File: config.mk
export PLATFORM = sky130hd
export DESIGN_NAME = if_id_ctrl
export DESIGN_NICKNAME = d
export VERILOG_FILES = /design/src/rtl/fetch_pkg.sv /design/src/rtl/sat_counter.sv /design/src/rtl/if_id_ctrl.sv
export SDC_FILE = /design/constraint.sdc
export NUM_CORES = 1
export LEC_CHECK = 0
export ABC_AREA = 1
export CAP_MARGIN = 20
export CORE_ASPECT_RATIO = 2
export CORE_UTILIZATION = 40
export CTS_CLUSTER_SIZE = 10
export DETAILED_ROUTE_END_ITERATION = 12
export PLACE_DENSITY_LB_ADDON = 0.25
export SLEW_MARGIN = 30
export SYNTH_ARGS = -nofsm -noshare
export SYNTH_HDL_FRONTEND = slang
export SYNTH_SLANG_ARGS = --single-unit
File: constraint.sdc
create_clock -name clk -period 2 [get_ports clk]
set_clock_uncertainty 0.15 [all_clocks]
set_input_delay 0.4 -clock clk [delete_from_list [all_inputs] [get_ports clk]]
set_output_delay 0.4 -clock clk [all_outputs]
set_load 0.01 [all_outputs]
File: src/rtl/fetch_pkg.sv
// -----------------------------------------------------------------------------
// fetch_pkg
// Shared definitions for the instruction-fetch control slice:
//   - fetch_state_e       : IF/ID controller FSM state encoding
//   - FETCH_CNT_W         : default width of the performance counters
//   - FETCH_MISS_TIMEOUT  : default number of MISS cycles before a fatal timeout
//   - tmo_width()         : width of a counter able to hold 0..timeout-1
// -----------------------------------------------------------------------------
package fetch_pkg;

  typedef enum logic [1:0] {
    ST_RUN    = 2'd0,
    ST_MISS   = 2'd1,
    ST_REFILL = 2'd2,
    ST_ERR    = 2'd3
  } fetch_state_e;

  localparam int FETCH_CNT_W        = 16;
  localparam int FETCH_MISS_TIMEOUT = 64;

  // A timeout of 1 still needs a one-bit counter so the vector is never empty.
  function automatic int tmo_width(input int timeout);
    return (timeout > 1) ? $clog2(timeout) : 1;
  endfunction

endpackage : fetch_pkg

File: src/rtl/sat_counter.sv
// -----------------------------------------------------------------------------
// sat_counter
// Up-counter that sticks at all-ones instead of wrapping.
// Ports:
//   clk    in  1      clock
//   rst_n  in  1      asynchronous active-low reset, clears the count
//   inc    in  1      add one this cycle (ignored once saturated)
//   clear  in  1      synchronous clear, wins over inc
//   count  out WIDTH  current count
// -----------------------------------------------------------------------------
module sat_counter #(
  parameter int WIDTH = 16
) (
  input  logic             clk,
  input  logic             rst_n,
  input  logic             inc,
  input  logic             clear,
  output logic [WIDTH-1:0] count
);

  logic at_max;

  assign at_max = &count;

  always_ff @(posedge clk or negedge rst_n) begin
    if (!rst_n) begin
      count <= '0;
    end else if (clear) begin
      count <= '0;
    end else if (inc && !at_max) begin
      count <= count + WIDTH'(1);
    end
  end

endmodule : sat_counter

File: src/rtl/if_id_ctrl.sv
// -----------------------------------------------------------------------------
// if_id_ctrl
// Fetch-stage controller: decides PC advance, IF/ID load/hold/bubble and drives
// instruction-cache refill requests, with a watchdog that parks the front end
// in a terminal error state if a refill never completes.
// Parameters:
//   MISS_TIMEOUT  MISS cycles tolerated before the fatal timeout
//   CNT_W         width of the stall / miss performance counters
// Ports:
//   clk           in  1      clock
//   rst_n         in  1      asynchronous active-low reset
//   icache_hit    in  1      fetch-stage instruction valid this cycle
//   icache_ready  in  1      refill complete (one-cycle pulse)
//   lw_stall      in  1      load-use hazard from ID
//   branch_taken  in  1      redirect from EX
//   pc_write      out 1      PC register enable
//   ifid_write    out 1      IF/ID load enable
//   ifid_flush    out 1      IF/ID loads a bubble
//   icache_req    out 1      refill request (asserted for the whole MISS state)
//   fetch_err     out 1      sticky miss-timeout flag
//   stall_cnt     out CNT_W  saturating count of cycles the PC did not advance
//   miss_cnt      out CNT_W  saturating count of cache misses
//   state_o       out 2      current FSM state
// -----------------------------------------------------------------------------
module if_id_ctrl
  import fetch_pkg::*;
#(
  parameter int MISS_TIMEOUT = FETCH_MISS_TIMEOUT,
  parameter int CNT_W        = FETCH_CNT_W
) (
  input  logic             clk,
  input  logic             rst_n,
  input  logic             icache_hit,
  input  logic             icache_ready,
  input  logic             lw_stall,
  input  logic             branch_taken,
  output logic             pc_write,
  output logic             ifid_write,
  output logic             ifid_flush,
  output logic             icache_req,
  output logic             fetch_err,
  output logic [CNT_W-1:0] stall_cnt,
  output logic [CNT_W-1:0] miss_cnt,
  output logic [1:0]       state_o
);

  localparam int            TMO_W    = tmo_width(MISS_TIMEOUT);
  localparam logic [TMO_W-1:0] TMO_LAST = TMO_W'(MISS_TIMEOUT - 1);

  fetch_state_e     state;
  fetch_state_e     state_nxt;
  logic [TMO_W-1:0] tmo_cnt;
  logic             miss_inc;
  logic             stall_inc;

  // State register
  always_ff @(posedge clk or negedge rst_n) begin
    if (!rst_n) begin
      state <= ST_RUN;
    end else begin
      state <= state_nxt;
    end
  end

  // Next-state logic
  always_comb begin
    state_nxt = state;
    case (state)
      ST_RUN: begin
        // A redirect discards the current fetch, so a miss on it is irrelevant.
        if (!branch_taken && !icache_hit) begin
          state_nxt = ST_MISS;
        end
      end
      ST_MISS: begin
        if (branch_taken) begin
          state_nxt = ST_RUN;
        end else if (icache_ready) begin
          state_nxt = ST_REFILL;
        end else if (tmo_cnt == TMO_LAST) begin
          state_nxt = ST_ERR;
        end
      end
      ST_REFILL: state_nxt = ST_RUN;
      ST_ERR:    state_nxt = ST_ERR;
      default:   state_nxt = ST_RUN;
    endcase
  end

  // Output decode. The reset term keeps the pipeline frozen with a bubble in
  // IF/ID for as long as rst_n is low, independent of the fetch inputs.
  always_comb begin
    pc_write   = 1'b0;
    ifid_write = 1'b0;
    ifid_flush = 1'b1;
    if (rst_n) begin
      case (state)
        ST_RUN: begin
          if (branch_taken) begin
            pc_write   = 1'b1;
          end else if (!icache_hit) begin
            pc_write   = 1'b0;
          end else if (lw_stall) begin
            ifid_flush = 1'b0;
          end else begin
            pc_write   = 1'b1;
            ifid_write = 1'b1;
            ifid_flush = 1'b0;
          end
        end
        ST_MISS: begin
          // An aborted miss still redirects the PC; the cache tolerates the
          // request vanishing on the following cycle.
          pc_write = branch_taken;
        end
        default: begin
          pc_write   = 1'b0;
          ifid_write = 1'b0;
          ifid_flush = 1'b1;
        end
      endcase
    end
  end

  // Moore outputs: both follow the state register, so an asynchronous reset
  // drops them immediately.
  assign icache_req = (state == ST_MISS);
  assign fetch_err  = (state == ST_ERR);
  assign state_o    = state;

  // Timeout counter: only runs while staying in MISS, so every exit (ready,
  // redirect, timeout) leaves it at zero for the next miss.
  always_ff @(posedge clk or negedge rst_n) begin
    if (!rst_n) begin
      tmo_cnt <= '0;
    end else if (state == ST_MISS && state_nxt == ST_MISS) begin
      tmo_cnt <= tmo_cnt + TMO_W'(1);
    end else begin
      tmo_cnt <= '0;
    end
  end

  assign miss_inc  = (state == ST_RUN) && !branch_taken && !icache_hit;
  assign stall_inc = !pc_write && (state != ST_ERR);

  sat_counter #(
    .WIDTH (CNT_W)
  ) u_stall_cnt (
    .clk   (clk),
    .rst_n (rst_n),
    .inc   (stall_inc),
    .clear (1'b0),
    .count (stall_cnt)
  );

  sat_counter #(
    .WIDTH (CNT_W)
  ) u_miss_cnt (
    .clk   (clk),
    .rst_n (rst_n),
    .inc   (miss_inc),
    .clear (1'b0),
    .count (miss_cnt)
  );

endmodule : if_id_ctrl

==> flow_summary.html <==
<table>
<tr><th>Metric</th><th>Value</th></tr>
<tr><th colspan="2">Run status</th></tr>
<tr><td>Outcome</td><td>finished with violations</td></tr>
<tr><td>Violations in the final reports</td><td>DRC</td></tr>
<tr><th colspan="2">Setup path</th></tr>
<tr><td>Largest driver fanout on the critical path</td><td>3</td></tr>
<tr><td>Kind of capture point of the worst setup path</td><td>output port</td></tr>
<tr><td>Critical path data arrival time</td><td>around 1.4 ns</td></tr>
<tr><td>CP Data Required Time</td><td>between 1 and 1.5 ns</td></tr>
<tr><td>Nature of the critical path startpoint</td><td>input port</td></tr>
<tr><td>Start-to-end type of the worst setup path</td><td>input port to output port</td></tr>
<tr><th colspan="2">Global route</th></tr>
<tr><td>Largest net degree at the start of global routing</td><td>35</td></tr>
<tr><td>Wire length of the first global-routing pass</td><td>approximately 11000 um</td></tr>
<tr><td>Antenna violations before repair</td><td>0</td></tr>
<tr><td>Leftover overflow at the end of global routing</td><td>0</td></tr>
<tr><td>Number of global-route vias before repair</td><td>between 2000 and 2500</td></tr>
<tr><td>GR Util All Layers</td><td>21.2%</td></tr>
<tr><th colspan="2">Clocking</th></tr>
<tr><td>CTS H-tree depth</td><td>2</td></tr>
<tr><td>Clock-pin slew reported for the worst setup and hold paths after clock tree synthesis</td><td>roughly 0.06 ns</td></tr>
<tr><td>CTS sink count</td><td>40</td></tr>
<tr><td>Clock root cell</td><td>sky130_fd_sc_hd__clkbuf_16</td></tr>
<tr><td>CTS tree</td><td>yes</td></tr>
<tr><td>Post-CTS Repair Setup Buffers</td><td>0</td></tr>
<tr><td>Worst-skew pair later-pin latency</td><td>~0.29 ns</td></tr>
<tr><td>CTS buffer count</td><td>5</td></tr>
<tr><td>Maximum clock path buffer count</td><td>2</td></tr>
<tr><th colspan="2">Pwr</th></tr>
<tr><td>Worst vdd rail ir drop</td><td>0.452 mV</td></tr>
<tr><td>Total Power Consumption</td><td>about 0.0018 W</td></tr>
<tr><td>P per Cell Area</td><td>~540 mW/mm^2</td></tr>
<tr><td>Lkg Pwr</td><td>1.58 nW</td></tr>
<tr><th colspan="2">Hold path</th></tr>
<tr><td>Type of the worst min-delay path</td><td>input port to async pin</td></tr>
<tr><th colspan="2">Yosys</th></tr>
<tr><td>FF+latch count, synth</td><td>40</td></tr>
<tr><td>Seq/Total Area, Yosys</td><td>about two fifths</td></tr>
<tr><td>Mean cell area of the mapped netlist</td><td>6.89 um^2</td></tr>
<tr><td>Yosys Warn Count</td><td>0</td></tr>
<tr><td>Net count after synthesis</td><td>approximately 360</td></tr>
<tr><td>Netlist area before placement</td><td>around 0.0024 mm^2</td></tr>
<tr><td>Distinct cells, synth</td><td>23</td></tr>
<tr><td>Cell count after synthesis</td><td>about 350</td></tr>
<tr><th colspan="2">Detailed routing</th></tr>
<tr><td>Post-detailed-route count of antenna-violating nets</td><td>0</td></tr>
<tr><td>DRC Markers</td><td>5</td></tr>
<tr><td>Detailed-route via count</td><td>2491</td></tr>
<tr><td>Drt initial violations</td><td>between 80 and 90</td></tr>
<tr><td>Via density per instance</td><td>5.08</td></tr>
<tr><td>Sum of routed wire length over all layers</td><td>between 6000 and 7000 um</td></tr>
<tr><td>Length of the first detailed-routing pass in iterations</td><td>10</td></tr>
<tr><td>Routed WL per cell</td><td>between 10 and 15 um</td></tr>
<tr><th colspan="2">Place</th></tr>
<tr><td>Placed cells</td><td>481</td></tr>
<tr><td>Final weighted congestion of routability-driven global placement</td><td>approximately 0.83</td></tr>
<tr><td>Detailed-placement wirelength estimate</td><td>around 4800 um</td></tr>
<tr><td>Number of input and output port buffers inserted</td><td>44</td></tr>
<tr><th colspan="2">Floorplan</th></tr>
<tr><td>Placement Rows</td><td>39</td></tr>
<tr><td>Placeable Area</td><td>around 0.0058 mm^2</td></tr>
<tr><td>Top-Level Pins</td><td>between 40 and 50</td></tr>
<tr><td>Floorplan die height</td><td>112 um</td></tr>
<tr><td>Initial standard-cell utilization of the core</td><td>about two fifths</td></tr>
<tr><td>Die area</td><td>around 0.0064 mm^2</td></tr>
<tr><td>Die width</td><td>roughly 57 um</td></tr>
<tr><th colspan="2">Cells and area</th></tr>
<tr><td>Most common library cell in the layout ignoring fill and taps</td><td>sky130_fd_sc_hd__nand2_1</td></tr>
<tr><td>Post-route insts no fill</td><td>490</td></tr>
<tr><td>Fraction of layout instances using a drive strength above 1</td><td>roughly 11%</td></tr>
<tr><td>Net count reported at finish</td><td>between 400 and 500</td></tr>
<tr><td>Most frequent cells in the layout</td><td>sky130_fd_sc_hd__nand2_1, sky130_fd_sc_hd__nor2_1, sky130_fd_sc_hd__dfrtp_1, sky130_fd_sc_hd__clkdlybuf4s50_1, sky130_fd_sc_hd__inv_1</td></tr>
<tr><td>Number of filler instances in the final layout</td><td>roughly 560</td></tr>
<tr><td>Area added between synthesis and finish</td><td>34.5%</td></tr>
<tr><td>Antenna diode instance count</td><td>0</td></tr>
<tr><th colspan="2">Timing</th></tr>
<tr><td>Maximum clock rate</td><td>0.519 GHz</td></tr>
<tr><td>Total count of max-transition violations in the final report</td><td>0</td></tr>
<tr><td>Portion of the clock cycle consumed by the worst path in the final layout</td><td>a little over nine tenths</td></tr>
<tr><td>Final count of hold timing violations</td><td>0</td></tr>
<tr><td>Min cycle time layout</td><td>1.93 ns</td></tr>
<tr><td>RSZ-0062 raised after global routing</td><td>no</td></tr>
<tr><td>Least-Margin Pin Slew</td><td>0.446 ns</td></tr>
<tr><td>Worst max-slew margin expressed relative to the limit</td><td>between 70% and 80%</td></tr>
<tr><td>Count of endpoints failing setup in the final report</td><td>0</td></tr>
<tr><th colspan="2">Job</th></tr>
<tr><td>Max Cap Violations</td><td>0</td></tr>
</table>
worst max-delay path, cell delays in order:
cell and delay [ns]:
sky130_fd_sc_hd__clkdlybuf4s50_1 0.47, sky130_fd_sc_hd__buf_4 0.12, sky130_fd_sc_hd__nand4_1 0.11, sky130_fd_sc_hd__buf_4 0.15
sky130_fd_sc_hd__buf_2 0.13
power breakdown:
| part | internal [W] | switching, W | total, W |
|---|---|---|---|
| clock network | 0.000587 | 0.000330 | 0.000918 |
| logic | 0.0000153 | 0.0000232 | 0.0000385 |
| registers | 0.000809 | 0 | 0.000809 |
routing by layer:
| metal | track usage, % | routed length, um | up-vias |
|---|---|---|---|
| li1 | - | - | 1248 |
| met3 | 2.76 | 199 | 30 |
| met4 | 16.1 | 407 | 0 |
| met5 | 0 | 0 | - |
| met1 | 20.3 | 2310 | 1140 |
| met2 | 39.3 | 3490 | 73 |
path summary, 6_finish.rpt:
path                                     start                   to  slack (ns)  cells past startpoint
max                                 icache_hit           ifid_flush        0.07                      5
max in group asynchronous                rst_n  u_miss_cnt.count[3]        1.10                      3
min                                      rst_n           state_o[0]        0.05                      2
max reg2reg                u_miss_cnt.count[7]  u_miss_cnt.count[9]        0.21                      7
min reg2reg                         tmo_cnt[0]           tmo_cnt[0]        0.34                      1
min in group clk                    tmo_cnt[0]           tmo_cnt[0]        0.34                      1
synth_stat cells:
cell type | instances | share of area [%]
sky130_fd_sc_hd__nand4_1 | 13 | 3.3
sky130_fd_sc_hd__inv_4 | 1 | 0.26
sky130_fd_sc_hd__o21ai_0 | 6 | 1.2
sky130_fd_sc_hd__xor2_1 | 5 | 1.8
sky130_fd_sc_hd__ha_1 | 3 | 1.5
sky130_fd_sc_hd__nor2_1 | 44 | 6.8
sky130_fd_sc_hd__nand2_2 | 2 | 0.51
sky130_fd_sc_hd__nand3b_1 | 1 | 0.31
sky130_fd_sc_hd__buf_4 | 2 | 0.62
sky130_fd_sc_hd__nor3_1 | 1 | 0.21
sky130_fd_sc_hd__o211ai_1 | 1 | 0.31
sky130_fd_sc_hd__o21ai_4 | 1 | 0.67
sky130_fd_sc_hd__buf_6 | 2 | 0.92
sky130_fd_sc_hd__dfrtp_1 | 40 | 41
sky130_fd_sc_hd__nand3_2 | 2 | 0.82
sky130_fd_sc_hd__xnor2_1 | 12 | 4.3
sky130_fd_sc_hd__nor2_2 | 2 | 0.51
sky130_fd_sc_hd__clkinv_2 | 1 | 0.21
sky130_fd_sc_hd__nor2_4 | 1 | 0.46
sky130_fd_sc_hd__inv_1 | 30 | 4.6
sky130_fd_sc_hd__nand2_1 | 165 | 25
sky130_fd_sc_hd__nand3_1 | 18 | 3.7
sky130_fd_sc_hd__nand2_4 | 1 | 0.46
cells by family (layout without fill, tap and decap cells):
family	after synthesis	in the layout	share of synthesized area, %
AND/OR/NAND/NOR	250	250	42.5
buffers and inverters	36	111	6.62
XOR/XNOR	17	17	6.11
AO/OA/AOI/OAI	8	8	2.21
adder cells (fa/ha/maj)	3	3	1.54
flip-flops	40	40	41.0
cell type report:
cell class                 count  area [um^2]  share of cell area, %
multi-input combinational    278         1280                   39.1
timing repair buffer          71          631                   19.2
clock buffer                   6          129                   3.93
tap                           61         76.3                   2.33
clock inverter                 2         35.0                   1.07
inverter                      32          124                   3.78
sequential                    40         1000                   30.5
flip-flops by register name (all words and copies together) (netlist names):
| register | flops |
|---|---|
| state_o | 2 |
| u_miss_cnt.count | 16 |
| tmo_cnt | 6 |
| u_stall_cnt.count | 16 |
what timing repair did:
action                                 in CTS  in global routing
gates resized for setup                    12                  4
endpoints found under the hold margin       6                  0
pin swaps                                   0                  1
hold buffers                                1                  0
setup endpoints to repair                  19                  4
metrics by stage:
| stage | util [%] | setup WS [ns] | hold slack (ns) | instance area (um^2) | TNS [ns] |
|---|---|---|---|---|---|
| 2_1_floorplan | - | 0.247 | -0.0456 | 2440 | 0 |
| 3_3_place_gp | 53.5 | -0.328 | 0.221 | 3110 | -5.23 |
| 3_5_place_dp | 53.5 | -0.315 | 0.211 | 3110 | -5.99 |
| 4_1_cts | 56.5 | 0.00220 | 0.0798 | 3280 | 0 |
| 5_1_grt | 56.5 | 0.0359 | 0.113 | 3280 | 0 |
| 6_report | 56.5 | 0.0743 | 0.0519 | 3280 | 0 |
(Power assumes the default switching activity.)
